File: src/rtl/debounce_pulse_if.sv
`default_nettype none
// ============================================================================
// Module      : debounce_pulse_if
// Description : Button input and conditioned level/tick outputs of debounce_pulse.
// Revision    : 1.0 - initial release
// ============================================================================
interface debounce_pulse_if;
    logic btn_in;
    logic db_level;
    logic rise_tick;
    logic fall_tick;

    modport master (
        output btn_in,
        input  db_level,
        input  rise_tick,
        input  fall_tick
    );

    modport slave (
        input  btn_in,
        output db_level,
        output rise_tick,
        output fall_tick
    );
endinterface
`default_nettype wire

File: src/rtl/debounce_pulse.sv
`default_nettype none
// ============================================================================
// Module      : debounce_pulse
// Description : Synchronises and debounces a raw button, giving a clean level
//               plus single-cycle rise/fall ticks.
// Revision    : 1.0 - initial release
// ============================================================================
module debounce_pulse #(
    parameter int STABLE_CYCLES = 1_000_000,
    parameter int CNT_BITS      = $clog2(STABLE_CYCLES)
) (
    input  wire logic       clk,
    input  wire logic       reset_n,
    debounce_pulse_if.slave bus
);

    localparam logic [CNT_BITS-1:0] c_cnt_last = CNT_BITS'(STABLE_CYCLES - 1);

    typedef enum logic [1:0] {
        S_LOW       = 2'd0,
        S_WAIT_HIGH = 2'd1,
        S_HIGH      = 2'd2,
        S_WAIT_LOW  = 2'd3
    } state_t;

    state_t              r_state;
    state_t              w_state_next;
    logic [CNT_BITS-1:0] r_cnt;
    logic [CNT_BITS-1:0] w_cnt_next;
    logic                r_s1;
    logic                r_s2;
    logic                r_db_level;
    logic                r_rise;
    logic                r_fall;
    logic                w_level_next;
    logic                w_rise_next;
    logic                w_fall_next;

    always_ff @(posedge clk or negedge reset_n) begin
        if (!reset_n) begin
            r_s1       <= 1'b0;
            r_s2       <= 1'b0;
            r_state    <= S_LOW;
            r_cnt      <= '0;
            r_db_level <= 1'b0;
            r_rise     <= 1'b0;
            r_fall     <= 1'b0;
        end else begin
            r_s1       <= bus.btn_in;
            r_s2       <= r_s1;
            r_state    <= w_state_next;
            r_cnt      <= w_cnt_next;
            r_db_level <= w_level_next;
            r_rise     <= w_rise_next;
            r_fall     <= w_fall_next;
        end
    end

    always_comb begin
        w_state_next = r_state;
        w_cnt_next   = r_cnt;
        case (r_state)
            S_LOW: begin
                if (r_s2) begin
                    w_state_next = S_WAIT_HIGH;
                    w_cnt_next   = '0;
                end
            end
            S_WAIT_HIGH: begin
                if (!r_s2) begin
                    w_state_next = S_LOW;
                    w_cnt_next   = '0;
                end else if (r_cnt == c_cnt_last) begin
                    w_state_next = S_HIGH;
                end else begin
                    w_cnt_next = r_cnt + CNT_BITS'(1);
                end
            end
            S_HIGH: begin
                if (!r_s2) begin
                    w_state_next = S_WAIT_LOW;
                    w_cnt_next   = '0;
                end
            end
            S_WAIT_LOW: begin
                if (r_s2) begin
                    w_state_next = S_HIGH;
                    w_cnt_next   = '0;
                end else if (r_cnt == c_cnt_last) begin
                    w_state_next = S_LOW;
                end else begin
                    w_cnt_next = r_cnt + CNT_BITS'(1);
                end
            end
            default: begin
                w_state_next = S_LOW;
                w_cnt_next   = '0;
            end
        endcase

        // Outputs are registered from the next state so they switch on the acceptance edge itself.
        w_level_next = (w_state_next == S_HIGH) || (w_state_next == S_WAIT_LOW);
        w_rise_next  = (r_state == S_WAIT_HIGH) && (w_state_next == S_HIGH);
        w_fall_next  = (r_state == S_WAIT_LOW) && (w_state_next == S_LOW);
    end

    assign bus.db_level  = r_db_level;
    assign bus.rise_tick = r_rise;
    assign bus.fall_tick = r_fall;

endmodule
`default_nettype wire

File: src/flat_wrapper.sv
// flat-port wrapper written by rule: the top's interface ports become plain ports
module debounce_pulse_flat 
#(
    parameter int STABLE_CYCLES = 1_000_000,
    parameter int CNT_BITS      = $clog2(STABLE_CYCLES)
)
  (clk, reset_n, bus_btn_in, bus_db_level, bus_rise_tick, bus_fall_tick);
  debounce_pulse_if bus_i ();
  input  wire logic clk;
  input  wire logic reset_n;
  input wire logic [$bits(bus_i.btn_in)-1:0] bus_btn_in;
  output wire logic [$bits(bus_i.db_level)-1:0] bus_db_level;
  output wire logic [$bits(bus_i.rise_tick)-1:0] bus_rise_tick;
  output wire logic [$bits(bus_i.fall_tick)-1:0] bus_fall_tick;
  assign bus_i.btn_in = bus_btn_in;
  assign bus_db_level = bus_i.db_level;
  assign bus_rise_tick = bus_i.rise_tick;
  assign bus_fall_tick = bus_i.fall_tick;
  debounce_pulse #(.STABLE_CYCLES(STABLE_CYCLES), .CNT_BITS(CNT_BITS)) u_core (.clk(clk), .reset_n(reset_n), .bus(bus_i));
endmodule
File: config.mk
export PLATFORM = sky130hd
export DESIGN_NAME = debounce_pulse_flat
export DESIGN_NICKNAME = d
export VERILOG_FILES = /design/src/rtl/debounce_pulse_if.sv /design/src/rtl/debounce_pulse.sv /design/src/flat_wrapper.sv
export SDC_FILE = /design/constraint.sdc
export NUM_CORES = 1
export LEC_CHECK = 0
export BUFFER_PORTS_ARGS = -buffer_cell sky130_fd_sc_hd__clkbuf_2
export CORE_MARGIN = 3
export CORE_UTILIZATION = 35
export CTS_CLUSTER_SIZE = 16
export DETAILED_ROUTE_END_ITERATION = 12
export GPL_TIMING_DRIVEN = 0
export SLEW_MARGIN = 20
export SYNTH_ARGS = -nofsm -noshare
export SYNTH_HDL_FRONTEND = slang
export SYNTH_SLANG_ARGS = --single-unit
File: constraint.sdc
create_clock -name clk -period 2.05 [get_ports clk]
set_input_delay 0.41 -clock clk [delete_from_list [all_inputs] [get_ports clk]]
set_output_delay 0.41 -clock clk [all_outputs]
set_load 0.02 [all_outputs]
* Word level (Yosys, flattened, before mapping)
Cells that the tools add are included.
** Word-level totals
- Word-level logic and storage cells :: 35
- Register bits after elaboration :: 27
** Operators by class
- Add/sub/neg operators :: 1
- Equality and inequality tests :: 8
- Multiplexer cells :: 13
- Reduce and logical (&&, ||, !) cells :: 6
** Operators with widths (count)
- 20-bit 2-to-1 mux :: 5
- 20-bit case mux with 4 select lines :: 1
- 20-bit by 1-bit adder with 20-bit output (second input constant) :: 1
- 20-bit == test (second input constant) :: 1
- 2-bit 2-to-1 mux :: 6
- 2-bit == test (second input constant) :: 4
- 2-bit case mux with 4 select lines :: 1
- 2-bit logical NOT :: 2
- 2-bit by 1-bit == test with 1-bit output (second input constant) :: 1
- 1-bit logical AND :: 2
- 2-bit by 1-bit != test with 1-bit output (second input constant) :: 1
- 2-bit != test (second input constant) :: 1
- 2-bit AND reduction :: 1
- 1-bit logical OR :: 1

* Depth between registers and ports, before layout
Gate-level depths: netlist of run 1.
- Depth in word-level cells :: 6
- Depth in mapped cells :: 7
- Depth with buffers taken out :: 6

* Worst setup path before layout of run 1
Ideal clock, no wire load.
- Path type :: reg-to-reg
- From :: register u_core.r_cnt[0]
- To :: register u_core.r_cnt[16]
- Clock period less this slack :: 1.914 ns
- Stages on the path, launching flop included :: 7
- Buffers on the path :: 1
- Path slack :: 0.136 ns
- Data required time :: 1.981 ns
- Arrival time :: 1.846 ns
- Path through :: dfrtp_1 ha_1 nand4_1 or4_1 buf_2 or4_1 nand3_1
** On the way
- Word-level cells in the longest chain between the ends :: 4
- Elaborated cells between the ends (all ways) :: 6
** RTL lines
- from (decl) :: line debounce_pulse.sv:28 : logic [CNT_BITS-1:0] r_cnt;
- from (signal assigned) :: line debounce_pulse.sv:52 : r_cnt <= w_cnt_next;
- 20-bit by 1-bit adder with 20-bit output or 20-bit == test (tied branches)
- 20-bit 2-to-1 mux * :: line debounce_pulse.sv:73, debounce_pulse.sv:89
- 20-bit 2-to-1 mux (on tied branches) :: line debounce_pulse.sv:86, debounce_pulse.sv:70
- 20-bit case mux with 4 select lines * :: line debounce_pulse.sv:62 : case (r_state)
Every way passes the cells marked *; elsewhere a longest branch is shown, timed or not.
A chain may end at the register's enable or synchronous reset.

* Worst setup path after layout of run 1
Ends and elaborated chain as after synthesis.

==> impl_metrics.py, run 1 <==
metrics = {
    "critical_path": {
        "r2r_cells": 6,
        "crit_path_start_kind": "flop",
        "critPathKind": "flop to flop",
        "end_kind": "flop",
        "path_max_fanout": 5,
        "worstPathArrival_ps": 2210,
        "slowest_delay_ps": 500,
        "cp_common_cell": "or4_1",
        "worstReg2RegEnd": "u_core.r_cnt[16]",
        "r2r-start": "u_core.r_cnt[0]",
        "crit_required_ps": 2270,
        "cpMaxStageDelayCell": "or4_1",
        "r2r_setup_slack_ps": 60,
        "crit_chain": "ha_2 -> nand4_1 -> or4_1 -> buf_4 -> or4_1 -> nand3_1",
    },
    "sta": {
        "slew_violations": 0,
        "fmax_mhz": 502,
        "fin_crit_sh_pct": 97.1,
        "worst_pin_slew_ps": 681,
        "slew_headroom_pct": 54.6,
        "fin_worst_skew_ps": 4.44,
        "setup_violations": 0,
        "post-route-min-period_ps": 1990,
        "finalHoldViolCount": 0,
    },
    "yosys": {
        "ys.flop_type": "dfrtp_1",
        "synth_common_cells": "dfrtp_1, nand2_1, o21ai_0",
        "synth_edf_count": 0,
        "synth_area_leaders": "dfrtp_1, nand2_1, o21ai_0",
        "syn_area_mm2": 0.00139,
        "yosysUniqueCellTypes": 35,
        "syn-num-nets": 152,
        "synth.most_common_cell": "dfrtp_1",
        "syn_inst": 148,
        "yosys_warnings": 0,
        "avgSynthCellArea_um2": 9.38,
        "ys_seq_area_share_pct": 48.7,
        "synth_seq_cells": 27,
        "synthArstFlopShare_pct": 100,
        "synth_top_area_share_pct": 48.7,
        "yosys.area.top_type": "dfrtp_1",
    },
    "grt": {
        "grt.total_usage_pct": 14.3,
        "grt_max_degree": 28,
        "antenna_found_initial": 0,
        "overflow": 0,
        "grt_pass1_wl_um": 5020,
        "grt_pass1_vias": 1109,
    },
    "worst_hold_path": {
        "hp-class": "input port to async pin",
    },
    "power_and_ir_drop": {
        "vdd_drop_max_mv": 0.263,
        "pwr_density_cell_mw_per_mm2": 580,
        "power_leakage_uw": 0.000659,
        "power_uw": 909,
    },
    "layout": {
        "final_nets": 166,
        "syn_to_final_growth_pct": 13.0,
        "drive_above_1_share_pct": 15.5,
        "num_antenna_cells": 0,
        "fin_cells": 209,
        "design_area_mm2": 0.00157,
    },
    "clocking": {
        "cts_buffers": 3,
        "cts_max_level": 1,
        "cts-root-buf": "clkbuf_8",
        "cts_sinks": 27,
        "clk_pin_slew_ps": 90,
        "clk_latency_ps": 270,
        "cts_tree": "built",
        "ctsLongestPathBuffers": 2,
    },
    "placed_design": {
        "dpl.hpwl_um": 2050,
        "place_congestion": 0.820,
        "placed_area_mm2": 0.00147,
        "dp_cells": 201,
        "io_buffers": 5,
    },
    "die": {
        "placementRows": 22,
        "die_y_um": 69.0,
        "coreArea_mm2": 0.00374,
        "die_area_mm2": 0.00476,
        "die_width_um": 69.0,
        "initial_core_util_pct": 37.1,
        "pin_count": 6,
    },
    "route": {
        "vias_per_cell": 5.46,
        "antenna_left": 0,
        "drcViolationCount": 0,
        "vias": 1141,
        "drt_iter0_drc": 93,
        "finalWirelength_um": 2970,
        "post_drt_wl_per_cell_um": 14.2,
        "drtPass1Iterations": 4,
    },
    "flow_run": {
        "maxCapViolCount": 0,
    },
    "outcome": {
        "status": "completed",
    },
}
## timing repair
item / CTS / global route
gates resized for setup: 0 / 10
hold endpoints to repair: 0 / 0
setup buffers: 2 / 2
hold buffers: 0 / 0
setup endpoints to repair: 1 / 14
gates cloned: 0 / 0
pin swaps: 0 / 2
## power by group
part	switching [µW]	leakage [µW]	internal, µW
Sequential	4.62	0.000369	538
Clock	165	0.0000228	139
Combinational	39.4	0.000267	21.9
Total	209	0.000659	700
## metrics by stage
| stage | hold slack, ps | util [%] | TNS (ps) | setup WS, ps |
|---|---|---|---|---|
| 6_report | 154 | 41.9 | 0 | 59.4 |
| 5_1_grt | 213 | 41.9 | -33.0 | -21.1 |
| 4_1_cts | 181 | 40.9 | 0 | 11.9 |
| 3_5_place_dp | 348 | 39.3 | -37.4 | -37.4 |
| 3_3_place_gp | 333 | 39.3 | -0.593 | -0.593 |
| 2_1_floorplan | 114 | - | 0 | 136 |
## cell usage in the layout (no fill, tap or decap), types with 2 or more instances in the layout
master,Yosys,layout
o21ai_0,10,10
a21o_1,2,2
clkbuf_8,0,3
nand2_1,20,20
nor3b_1,2,2
clkbuf_2,0,8
clkbuf_1,7,5
nand3_1,6,6
o22ai_1,8,8
nand2b_1,2,2
and3_1,4,4
buf_4,0,5
nor3_1,4,3
dfrtp_1,27,27
nor2_1,6,6
nor2b_1,2,2
a31oi_1,3,3
xnor2_1,5,5
mux2_2,3,3
or4_1,2,2
o21ai_1,2,2
nand4_1,6,6
a21oi_1,4,4
o31ai_1,2,2
xor2_1,5,5
a22o_1,2,2
inv_1,2,2
## kinds of logic after synthesis
group	Yosys count	share of synthesized area (%)
and+or+nand+nor	61	23.2
AOI/OAI and AO/OA	35	15.3
DFF	27	48.7
buffers and inverters	11	3.16
xor gates and xnor gates	10	6.31
muxes	3	2.43
adders and majority gates	1	0.902
## flip-flops by register name (all words and copies together) (netlist names)
name                  count
u_core.r_cnt             20
u_core.r_state            2
u_core.bus.db_level       1
u_core.bus.fall_tick      1
u_core.bus.rise_tick      1
u_core.r_s1               1
u_core.r_s2               1
## critical path, delay by kind of cell, from the launching register on
family                     cells  cell delay [ps]
adders and majority gates      1              190
buffers and inverters          1              170
DFF                            1              370
and+or+nand+nor                4             1200
## worst max-delay path by stage
stage | startpoint | end | cells past startpoint
floorplan | u_core.r_cnt[0] | u_core.r_cnt[16] | 6
global placement | u_core.r_cnt[0] | u_core.r_cnt[16] | 6
detailed placement | u_core.r_cnt[1] | u_core.r_cnt[16] | 6
CTS | u_core.r_cnt[1] | u_core.r_cnt[16] | 6
global route | u_core.r_cnt[0] | u_core.r_cnt[15] | 8
finish | u_core.r_cnt[0] | u_core.r_cnt[16] | 6
## layer usage
metal	up-vias	GRT usage (%)	share of wire, %
met3	2	2.43	1.8
met5	-	0	0
li1	563	-	-
met2	6	24.3	47
met4	0	4.87	1.1
met1	570	18.2	50
## area by class of cell
type                    count  area, µm²
well taps                  48       60.1
clock buffers               4       45.0
fillers                   400       2180
inverters                   2       7.51
plain buffers               9       42.5
multi-input cells         110        682
flip-flops and latches     27        676
repair buffers              9       55.1
Note: power is estimated with default switching activity, not from simulation.
==> inputs of run 2 (changes only) <==
--- a/config.mk
+++ b/config.mk
@@ -7,10 +7,11 @@
 export LEC_CHECK = 0
 export BUFFER_PORTS_ARGS = -buffer_cell sky130_fd_sc_hd__clkbuf_2
 export CORE_MARGIN = 3
-export CORE_UTILIZATION = 35
+export CORE_UTILIZATION = 54
 export CTS_CLUSTER_SIZE = 16
 export DETAILED_ROUTE_END_ITERATION = 12
 export GPL_TIMING_DRIVEN = 0
+export PLACE_DENSITY = 0.74
 export SLEW_MARGIN = 20
 export SYNTH_ARGS = -nofsm -noshare
 export SYNTH_HDL_FRONTEND = slang
==> run 2 against run 1 <==
Against the previous run: register-to-register slack got worse by 50 ps; utilization increased by 25 points; combinational power decreased by 3.4%; sequential power about the same; first-iteration DRC count decreased by 61%; worst setup slack got worse by 52 ps; cell area decreased by 0.40%; routed wire length increased by 1.3%; critical path type unchanged; critical endpoint unchanged.
==> impl_metrics.py, run 2 (synthesized netlist as in run 1, its figures left out) <==
metrics = {
    "clocking": {
        "cts_max_level": 1,
        "cts-root-buf": "clkbuf_4",
        "cts_sinks": 27,
        "clk_latency_ps": 320,
        "ctsLongestPathBuffers": 2,
        "cts_tree": "built",
        "clk_pin_slew_ps": 140,
        "cts_buffers": 3,
    },
    "critical_path": {
        "critPathTopFamily": "simple AND/OR/NAND/NOR gates",
        "r2r_setup_slack_ps": 7,
        "worstPathArrival_ps": 2310,
        "r2r-start": "u_core.r_cnt[1]",
        "crit_required_ps": 2320,
        "cp_common_cell": "or4_4",
        "r2r_cells": 6,
        "crit_path_start_kind": "flop",
        "critPathKind": "flop to flop",
        "crit_chain": "ha_2 -> nand4_1 -> or4_4 -> buf_6 -> or4_4 -> nand3_2",
        "end_kind": "flop",
        "path_buf_inv": 1,
        "worstReg2RegEnd": "u_core.r_cnt[16]",
        "slowest_delay_ps": 560,
        "path_max_fanout": 5,
        "cpMaxStageDelayCell": "or4_4",
    },
    "placed_design": {
        "dp_cells": 181,
        "io_buffers": 5,
        "place_congestion": 0.855,
        "dpl.hpwl_um": 1960,
        "placed_area_mm2": 0.00145,
    },
    "die": {
        "initial_core_util_pct": 59.8,
        "die_area_mm2": 0.00321,
        "placementRows": 17,
        "coreArea_mm2": 0.00232,
        "die_y_um": 56.7,
        "die_width_um": 56.7,
        "pin_count": 6,
    },
    "sta": {
        "slew_headroom_pct": 55.0,
        "post-route-min-period_ps": 2040,
        "finalHoldViolCount": 0,
        "rsz0062_at_grt": "yes",
        "fmax_mhz": 490,
        "worst_pin_slew_ps": 676,
        "setup_violations": 0,
        "setup-tns-final_ps": 0,
        "slew_violations": 0,
        "fin_worst_skew_ps": 7.90,
        "hold-worst-slack_ps": 87.9,
        "fin_crit_sh_pct": 99.6,
    },
    "flow_run": {
        "maxCapViolCount": 0,
    },
    "power_and_ir_drop": {
        "power_leakage_uw": 0.000668,
        "pwr_density_cell_mw_per_mm2": 534,
        "vdd_drop_max_mv": 0.472,
    },
    "grt": {
        "overflow": 0,
        "grt_pass1_vias": 1175,
        "grt_pass1_wl_um": 4840,
        "grt_max_degree": 28,
        "antenna_found_initial": 0,
        "grt.total_usage_pct": 18.8,
    },
    "layout": {
        "final_cell_mix": "dfrtp_1, nand2_1, o21ai_0",
        "design_area_mm2": 0.00156,
        "largest_reg_flops": 20,
        "num_antenna_cells": 0,
        "syn_to_final_growth_pct": 12.5,
        "final_nets": 168,
        "fin_cells": 191,
        "drive_above_1_share_pct": 18.4,
        "largest_register": "u_core.r_cnt",
        "reg_top3": "u_core.r_cnt (20), u_core.r_state (2)",
        "final_common_cell": "dfrtp_1",
    },
    "route": {
        "finalWirelength_um": 3010,
        "drt_iter0_drc": 36,
        "vias_per_cell": 6.34,
        "antenna_left": 0,
        "drcViolationCount": 0,
        "vias": 1210,
        "post_drt_wl_per_cell_um": 15.8,
        "drtPass1Iterations": 4,
    },
    "worst_hold_path": {
        "hp-class": "input port to async pin",
    },
    "outcome": {
        "status": "completed",
    },
}
==> run 2: metrics by stage <==
stage	util (%)	worst slack (ps)	total power, µW
2_1_floorplan	-	136	583
3_3_place_gp	62.4	0.621	603
3_5_place_dp	62.4	-30.3	605
4_1_cts	64.3	25.7	837
5_1_grt	67.4	-20.0	869
6_report	67.4	7.44	834
==> run 2: final cells by class <==
type,instances,area (µm²)
plain buffers,9,45.0
clock buffers,4,26.3
fillers,195,757
inverters,2,7.51
multi-input cells,110,702
flip-flops and latches,27,676
well taps,28,35.0
repair buffers,11,70.1
==> run 2: worst max path at each step <==
stage | to | start | depth (start not counted)
after floorplan | u_core.r_cnt[16] | u_core.r_cnt[0] | 6
after global placement | u_core.r_cnt[16] | u_core.r_cnt[0] | 6
after detailed placement | u_core.r_cnt[16] | u_core.r_cnt[0] | 6
after CTS | u_core.r_cnt[16] | u_core.r_cnt[1] | 6
after global routing | u_core.r_cnt[16] | u_core.r_cnt[1] | 6
final | u_core.r_cnt[16] | u_core.r_cnt[1] | 6
==> run 2: power by group <==
part           internal (µW)  switching [µW]
registers                539            4.92
clock network           76.2             154
logic                   20.9            38.3
==> run 2: layer usage <==
| layer | GRT usage, % | wire (µm) |
|---|---|---|
| met2 | 32.3 | 1480 |
| met3 | 2.53 | 144 |
| met1 | 23.2 | 1340 |
| met5 | 0 | 0 |
| met4 | 8.47 | 40 |
==> run 2: timing repair <==
action | in CTS | in global routing
setup buffers | 2 | 4
hold buffers | 0 | 0
pin swaps | 1 | 6
hold endpoints to repair | 0 | 0
resized for setup | 1 | 13
endpoints found under the setup margin | 2 | 13
